--- src/rtl/bus_node_fifo.sv ---
// rtl/bus_node_fifo.sv - bus port endpoint: host TX FIFO to arbiter, bus RX FIFO to host
// Optional BUS_NODE_ADDR_CHECK_EN: store only pushes addressed to id or broadcast.
module bus_node_fifo #(
  parameter int          pckg_sz   = 16,
  parameter int          fifo_size = 8,
  parameter logic [7:0]  id        = 8'd0,
  parameter logic [7:0]  broadcast = {8{1'b1}}
) (
  input  logic                           clk,
  input  logic                           reset,
  output logic                           pndng,
  output logic [pckg_sz-1:0]             D_pop,
  input  logic                           pop,
  input  logic                           push,
  input  logic [pckg_sz-1:0]             D_push,
  input  logic                           tx_wr,
  input  logic [pckg_sz-1:0]             tx_data,
  output logic                           tx_full,
  input  logic                           rx_rd,
  output logic [pckg_sz-1:0]             rx_data,
  output logic                           rx_empty,
  output logic [$clog2(fifo_size+1)-1:0] rx_count,
  output logic                           tx_ovf,
  output logic                           rx_ovf,
  output logic                           pop_err
);

  localparam int PW = $clog2(fifo_size);
  localparam int CW = $clog2(fifo_size+1);
  localparam logic [PW-1:0] PTR_LAST = PW'(fifo_size - 1);
  localparam logic [CW-1:0] CNT_FULL = CW'(fifo_size);

  logic [pckg_sz-1:0] r_tx_mem [fifo_size];
  logic [pckg_sz-1:0] r_rx_mem [fifo_size];
  logic [PW-1:0]      r_tx_wr_ptr, r_tx_rd_ptr, r_rx_wr_ptr, r_rx_rd_ptr;
  logic [CW-1:0]      r_tx_count, r_rx_count;
  logic               r_tx_ovf, r_rx_ovf, r_pop_err;

  logic w_tx_empty, w_tx_full, w_rx_empty, w_rx_full;
  logic w_tx_rd_ok, w_tx_wr_ok, w_rx_rd_ok, w_rx_push_ok, w_rx_match;

  assign w_tx_empty = (r_tx_count == '0);
  assign w_tx_full  = (r_tx_count == CNT_FULL);
  assign w_rx_empty = (r_rx_count == '0);
  assign w_rx_full  = (r_rx_count == CNT_FULL);

`ifdef BUS_NODE_ADDR_CHECK_EN
  assign w_rx_match = (D_push[pckg_sz-1 -: 8] == id) || (D_push[pckg_sz-1 -: 8] == broadcast);
`else
  assign w_rx_match = 1'b1;
`endif

  // A same-cycle read frees the slot, so a write into a full FIFO is still accepted.
  assign w_tx_rd_ok   = pop && !w_tx_empty;
  assign w_tx_wr_ok   = tx_wr && (!w_tx_full || w_tx_rd_ok);
  assign w_rx_rd_ok   = rx_rd && !w_rx_empty;
  assign w_rx_push_ok = push && w_rx_match && (!w_rx_full || w_rx_rd_ok);

  always_ff @(posedge clk) begin
    if (w_tx_wr_ok)   r_tx_mem[r_tx_wr_ptr] <= tx_data;
    if (w_rx_push_ok) r_rx_mem[r_rx_wr_ptr] <= D_push;
  end

  always_ff @(posedge clk or posedge reset) begin
    if (reset) begin
      r_tx_wr_ptr <= '0;
      r_tx_rd_ptr <= '0;
      r_tx_count  <= '0;
      r_rx_wr_ptr <= '0;
      r_rx_rd_ptr <= '0;
      r_rx_count  <= '0;
      r_tx_ovf    <= 1'b0;
      r_rx_ovf    <= 1'b0;
      r_pop_err   <= 1'b0;
    end else begin
      if (w_tx_wr_ok)
        r_tx_wr_ptr <= (r_tx_wr_ptr == PTR_LAST) ? '0 : r_tx_wr_ptr + 1'b1;
      if (w_tx_rd_ok)
        r_tx_rd_ptr <= (r_tx_rd_ptr == PTR_LAST) ? '0 : r_tx_rd_ptr + 1'b1;
      if (w_tx_wr_ok && !w_tx_rd_ok)
        r_tx_count <= r_tx_count + 1'b1;
      else if (!w_tx_wr_ok && w_tx_rd_ok)
        r_tx_count <= r_tx_count - 1'b1;

      if (w_rx_push_ok)
        r_rx_wr_ptr <= (r_rx_wr_ptr == PTR_LAST) ? '0 : r_rx_wr_ptr + 1'b1;
      if (w_rx_rd_ok)
        r_rx_rd_ptr <= (r_rx_rd_ptr == PTR_LAST) ? '0 : r_rx_rd_ptr + 1'b1;
      if (w_rx_push_ok && !w_rx_rd_ok)
        r_rx_count <= r_rx_count + 1'b1;
      else if (!w_rx_push_ok && w_rx_rd_ok)
        r_rx_count <= r_rx_count - 1'b1;

      if (tx_wr && !w_tx_wr_ok)                r_tx_ovf  <= 1'b1;
      if (push && w_rx_match && !w_rx_push_ok) r_rx_ovf  <= 1'b1;
      if (pop && w_tx_empty)                   r_pop_err <= 1'b1;
    end
  end

  assign pndng    = !w_tx_empty;
  assign D_pop    = r_tx_mem[r_tx_rd_ptr];
  assign tx_full  = w_tx_full;
  assign rx_data  = r_rx_mem[r_rx_rd_ptr];
  assign rx_empty = w_rx_empty;
  assign rx_count = r_rx_count;
  assign tx_ovf   = r_tx_ovf;
  assign rx_ovf   = r_rx_ovf;
  assign pop_err  = r_pop_err;

endmodule
--- config.mk ---
export PLATFORM = sky130hd
export DESIGN_NAME = bus_node_fifo
export DESIGN_NICKNAME = d
export VERILOG_FILES = /design/src/rtl/bus_node_fifo.sv
export SDC_FILE = /design/constraint.sdc
export NUM_CORES = 1
export LEC_CHECK = 0
export CORE_ASPECT_RATIO = 0.8
export CORE_MARGIN = 2
export CORE_UTILIZATION = 40
export DETAILED_ROUTE_END_ITERATION = 7
export PLACE_DENSITY = 0.58
export SYNTH_ARGS = -nofsm -noshare
export SYNTH_HDL_FRONTEND = slang
export SYNTH_SLANG_ARGS = --single-unit
--- constraint.sdc ---
create_clock -name clk -period 4.4 [get_ports clk]
set_clock_uncertainty 0.15 [all_clocks]
set_input_delay 0.66 -clock clk [delete_from_list [all_inputs] [get_ports clk]]
set_output_delay 0.66 -clock clk [all_outputs]
set_load 0.05 [all_outputs]
==> impl_metrics.csv, run 1 <==
group,metric,value,unit
power,power_frac_clock,0.235,
global_route,grt_max_degree,36,
setup_path,required,3.59,ns
finish,final_common_cell,"edfxtp_1",
global_route,antenna_found_initial,0,
place,dp_cells,952,
cts,cts-buffers-inserted,28,
place,dp_hpwl,12.1,mm
power,power_frac_comb,0.392,
synthesis,synthArstFlopShare,0.0824,
finish,areaGrowthSynthToFinish,20.4,%
hold_path,holdCritPathClass,"reg2reg",
power,seqPwrFrac,0.373,
cts,h-tree-depth,1,
finish,final_area,0.0134,mm2
routing,avgViaCountPerCell,5.20,
synthesis,synth_top_area_frac,0.692,
routing,routedWlPerCell,20.8,um
finish,final_util,0.490,
sta,fin_tns_setup,0,ns
sta,slew_violations,0,
floorplan,num_rows,54,
routing,drt-initial-drc-count,276,
finish,diodes,0,
finish,instances_no_fill,1004,
setup_path,start_kind,"register",
power,p_leak,0.00439,uW
synthesis,syn_inst,511,
routing,dr.pass1.iters,4,
finish,layout-drive-gt1-share,0.292,
finish,fill_cells,2201,
cts,cts_setup_buffers,0,
floorplan,die_x,190,um
synthesis,synth_seq_area_share,0.744,
sta,rsz0062_at_grt,"false",
cts,cts_tree,"built",
sta,setup_viol,0,
power,switching_power,3480,uW
sta,relSlewSlack,0.334,
synthesis,syn_avg_cell_area,21.7,um2
routing,drc_errors,0,
sta,worstMarginPinSlew,0.998,ns
power,power.total,9870,uW
setup_path,crit_type,"reg2out",
cts,cts_hold_buf,0,
place,gp_congestion,0.691,
setup_path,path_max_fanout,35,
synthesis,yosys_warnings,0,
setup_path,cp-end-kind,"primary output",
floorplan,die-area,0.0291,mm2
routing,ant_nets,0,
global_route,overflow,0,
synthesis,post_synth_main_area_contributors,"edfxtp_1, mux4_2, dfrtp_1",
synthesis,synth_ff_type,"edfxtp_1",
cts,clock-sinks,279,
synthesis,synth_edf_count,256,
finish,layout_common_cells,"edfxtp_1, clkdlybuf4s50_1, mux4_2",
cts,clk-insertion-delay-late,0.52,ns
hold_path,holdPathStages,1,
floorplan,die_y,153,um
floorplan,ios,80,
synthesis,yosys_register_bits,279,
floorplan,core_area,0.0273,mm2
synthesis,synth_top_area_cell,"edfxtp_1",
sta,min_period,3.86,ns
global_route,grt_pass1_vias,5623,
power,swShare,0.353,
global_route,grt_pass1_wl,32.2,mm
cts,cts_root_buffer,"clkbuf_16",
run_status,status,"complete, no violations",
cts,clockBufferDepth,3,
routing,vias,5217,
run,cap_violations,0,
floorplan,initial_core_util,0.407,
place,place_area,0.0125,mm2
finish,nets,672,
global_route,grt_usage,0.146,
synthesis,syn_nets,565,
setup_path,r2r_cells,9,
routing,routed_wl,20.9,mm
synthesis,ys_types,40,
power,worst_ir_drop_vdd,359,uV
sta,timing.final.crit_share,0.877,
synthesis,syn_area,0.0111,mm2
power,power_density,738,mW/mm2
cts,cts_resized,0,
cts,path_clk_slew,0.06,ns
power,p_int,6390,uW
sta,finalHoldViolations,0,
sta,fmax,259,MHz
setup_path,cp.arrival,3.05,ns
place,numPortBuffers,79,
-- sequential cells by signal, indices dropped and copies added (netlist names) --
register     count
r_rx_mem       128
r_tx_rd_ptr      3
r_rx_wr_ptr      3
r_tx_wr_ptr      3
rx_ovf           1
rx_count         4
r_rx_rd_ptr      3
pop_err          1
r_tx_mem       128
tx_ovf           1
r_tx_count       4
-- Yosys cell counts (3+ instances only) --
library cell and number:
a21o_1 5, buf_2 3, buf_6 6, clkbuf_1 11, dfrtp_1 23, edfxtp_1 256, ha_1 14, inv_1 7
mux2_2 41, mux4_2 64, nand2_1 6, nand2b_1 5, nand3b_1 5, nor2_1 11, nor3_1 8, o21ai_0 3
or3_1 6, or4_1 3, xnor2_1 4
-- critical path, stage by stage, from the launching register on --
cell,delay [ns]
dfrtp_2,0.34
buf_4,0.57
mux4_2,0.59
mux2_2,0.29
clkdlybuf4s50_1,0.71
-- metal layers --
metal / track usage / vias up / part of all wire
li1: - / 2344 / -
met1: 0.215 / 2725 / 0.47
met2: 0.232 / 117 / 0.47
met3: 0.0223 / 31 / 0.037
met4: 0.0358 / 0 / 0.019
met5: 0 / - / 0
-- metrics by stage --
stage / hold WS, ns / worst slack, ns
after CTS: 0.322 / 0.483
final: 0.321 / 0.540
after detailed placement: 0.297 / 0.782
after floorplan: 0.347 / 1.11
after global placement: 0.294 / 0.868
after global routing: 0.337 / 0.372
-- cells by family (layout without fill, tap and decap cells) --
kind of cell	after synthesis	count (layout)	synth area share
buf+inv	29	158	0.0145
compound gates	21	21	0.0163
fa+ha+maj	16	16	0.0194
flops	279	279	0.744
simple gates	53	53	0.0273
xor+xnor	4	4	0.00315
mux	109	109	0.176
-- final cells by class --
type,count,area [um2],area share
multi-input cells,203,2780,0.208
flip-flops and latches,279,8270,0.618
clock buffers,30,729,0.0545
clock inverters,22,186,0.0139
repair buffers,99,941,0.0703
well taps,364,455,0.0340
inverters,7,26.3,0.00196
-- power groups by stage --
stage          Clock [uW]  Combinational (uW)  Sequential (uW)
2_1_floorplan           0                2800             3700
3_3_place_gp            0                3860             3710
3_5_place_dp            0                3920             3740
4_1_cts              2380                3940             3690
5_1_grt              2470                4130             3730
6_report             2320                3870             3680
-- path summary, 6_finish.rpt --
path	start	to	slack, ns
max in group asynchronous	reset	r_tx_rd_ptr[0]	2.99
min reg2reg	rx_ovf	rx_ovf	0.32
min in group asynchronous	reset	rx_count[2]	0.49
max	r_rx_rd_ptr[0]	rx_data[1]	0.54
max reg2reg	rx_count[0]	rx_count[3]	1.15
min	rx_ovf	rx_ovf	0.32
Note: power is estimated with default switching activity, not from simulation.
==> run 2: changes to the inputs <==
--- a/config.mk
+++ b/config.mk
@@ -10,6 +10,7 @@
 export CORE_UTILIZATION = 40
 export DETAILED_ROUTE_END_ITERATION = 7
 export PLACE_DENSITY = 0.58
+export SETUP_SLACK_MARGIN = 0.3
 export SYNTH_ARGS = -nofsm -noshare
 export SYNTH_HDL_FRONTEND = slang
 export SYNTH_SLANG_ARGS = --single-unit
==> results of run 2 <==
Same layout as run 1: the final DEF is identical, and so are final timing and power.
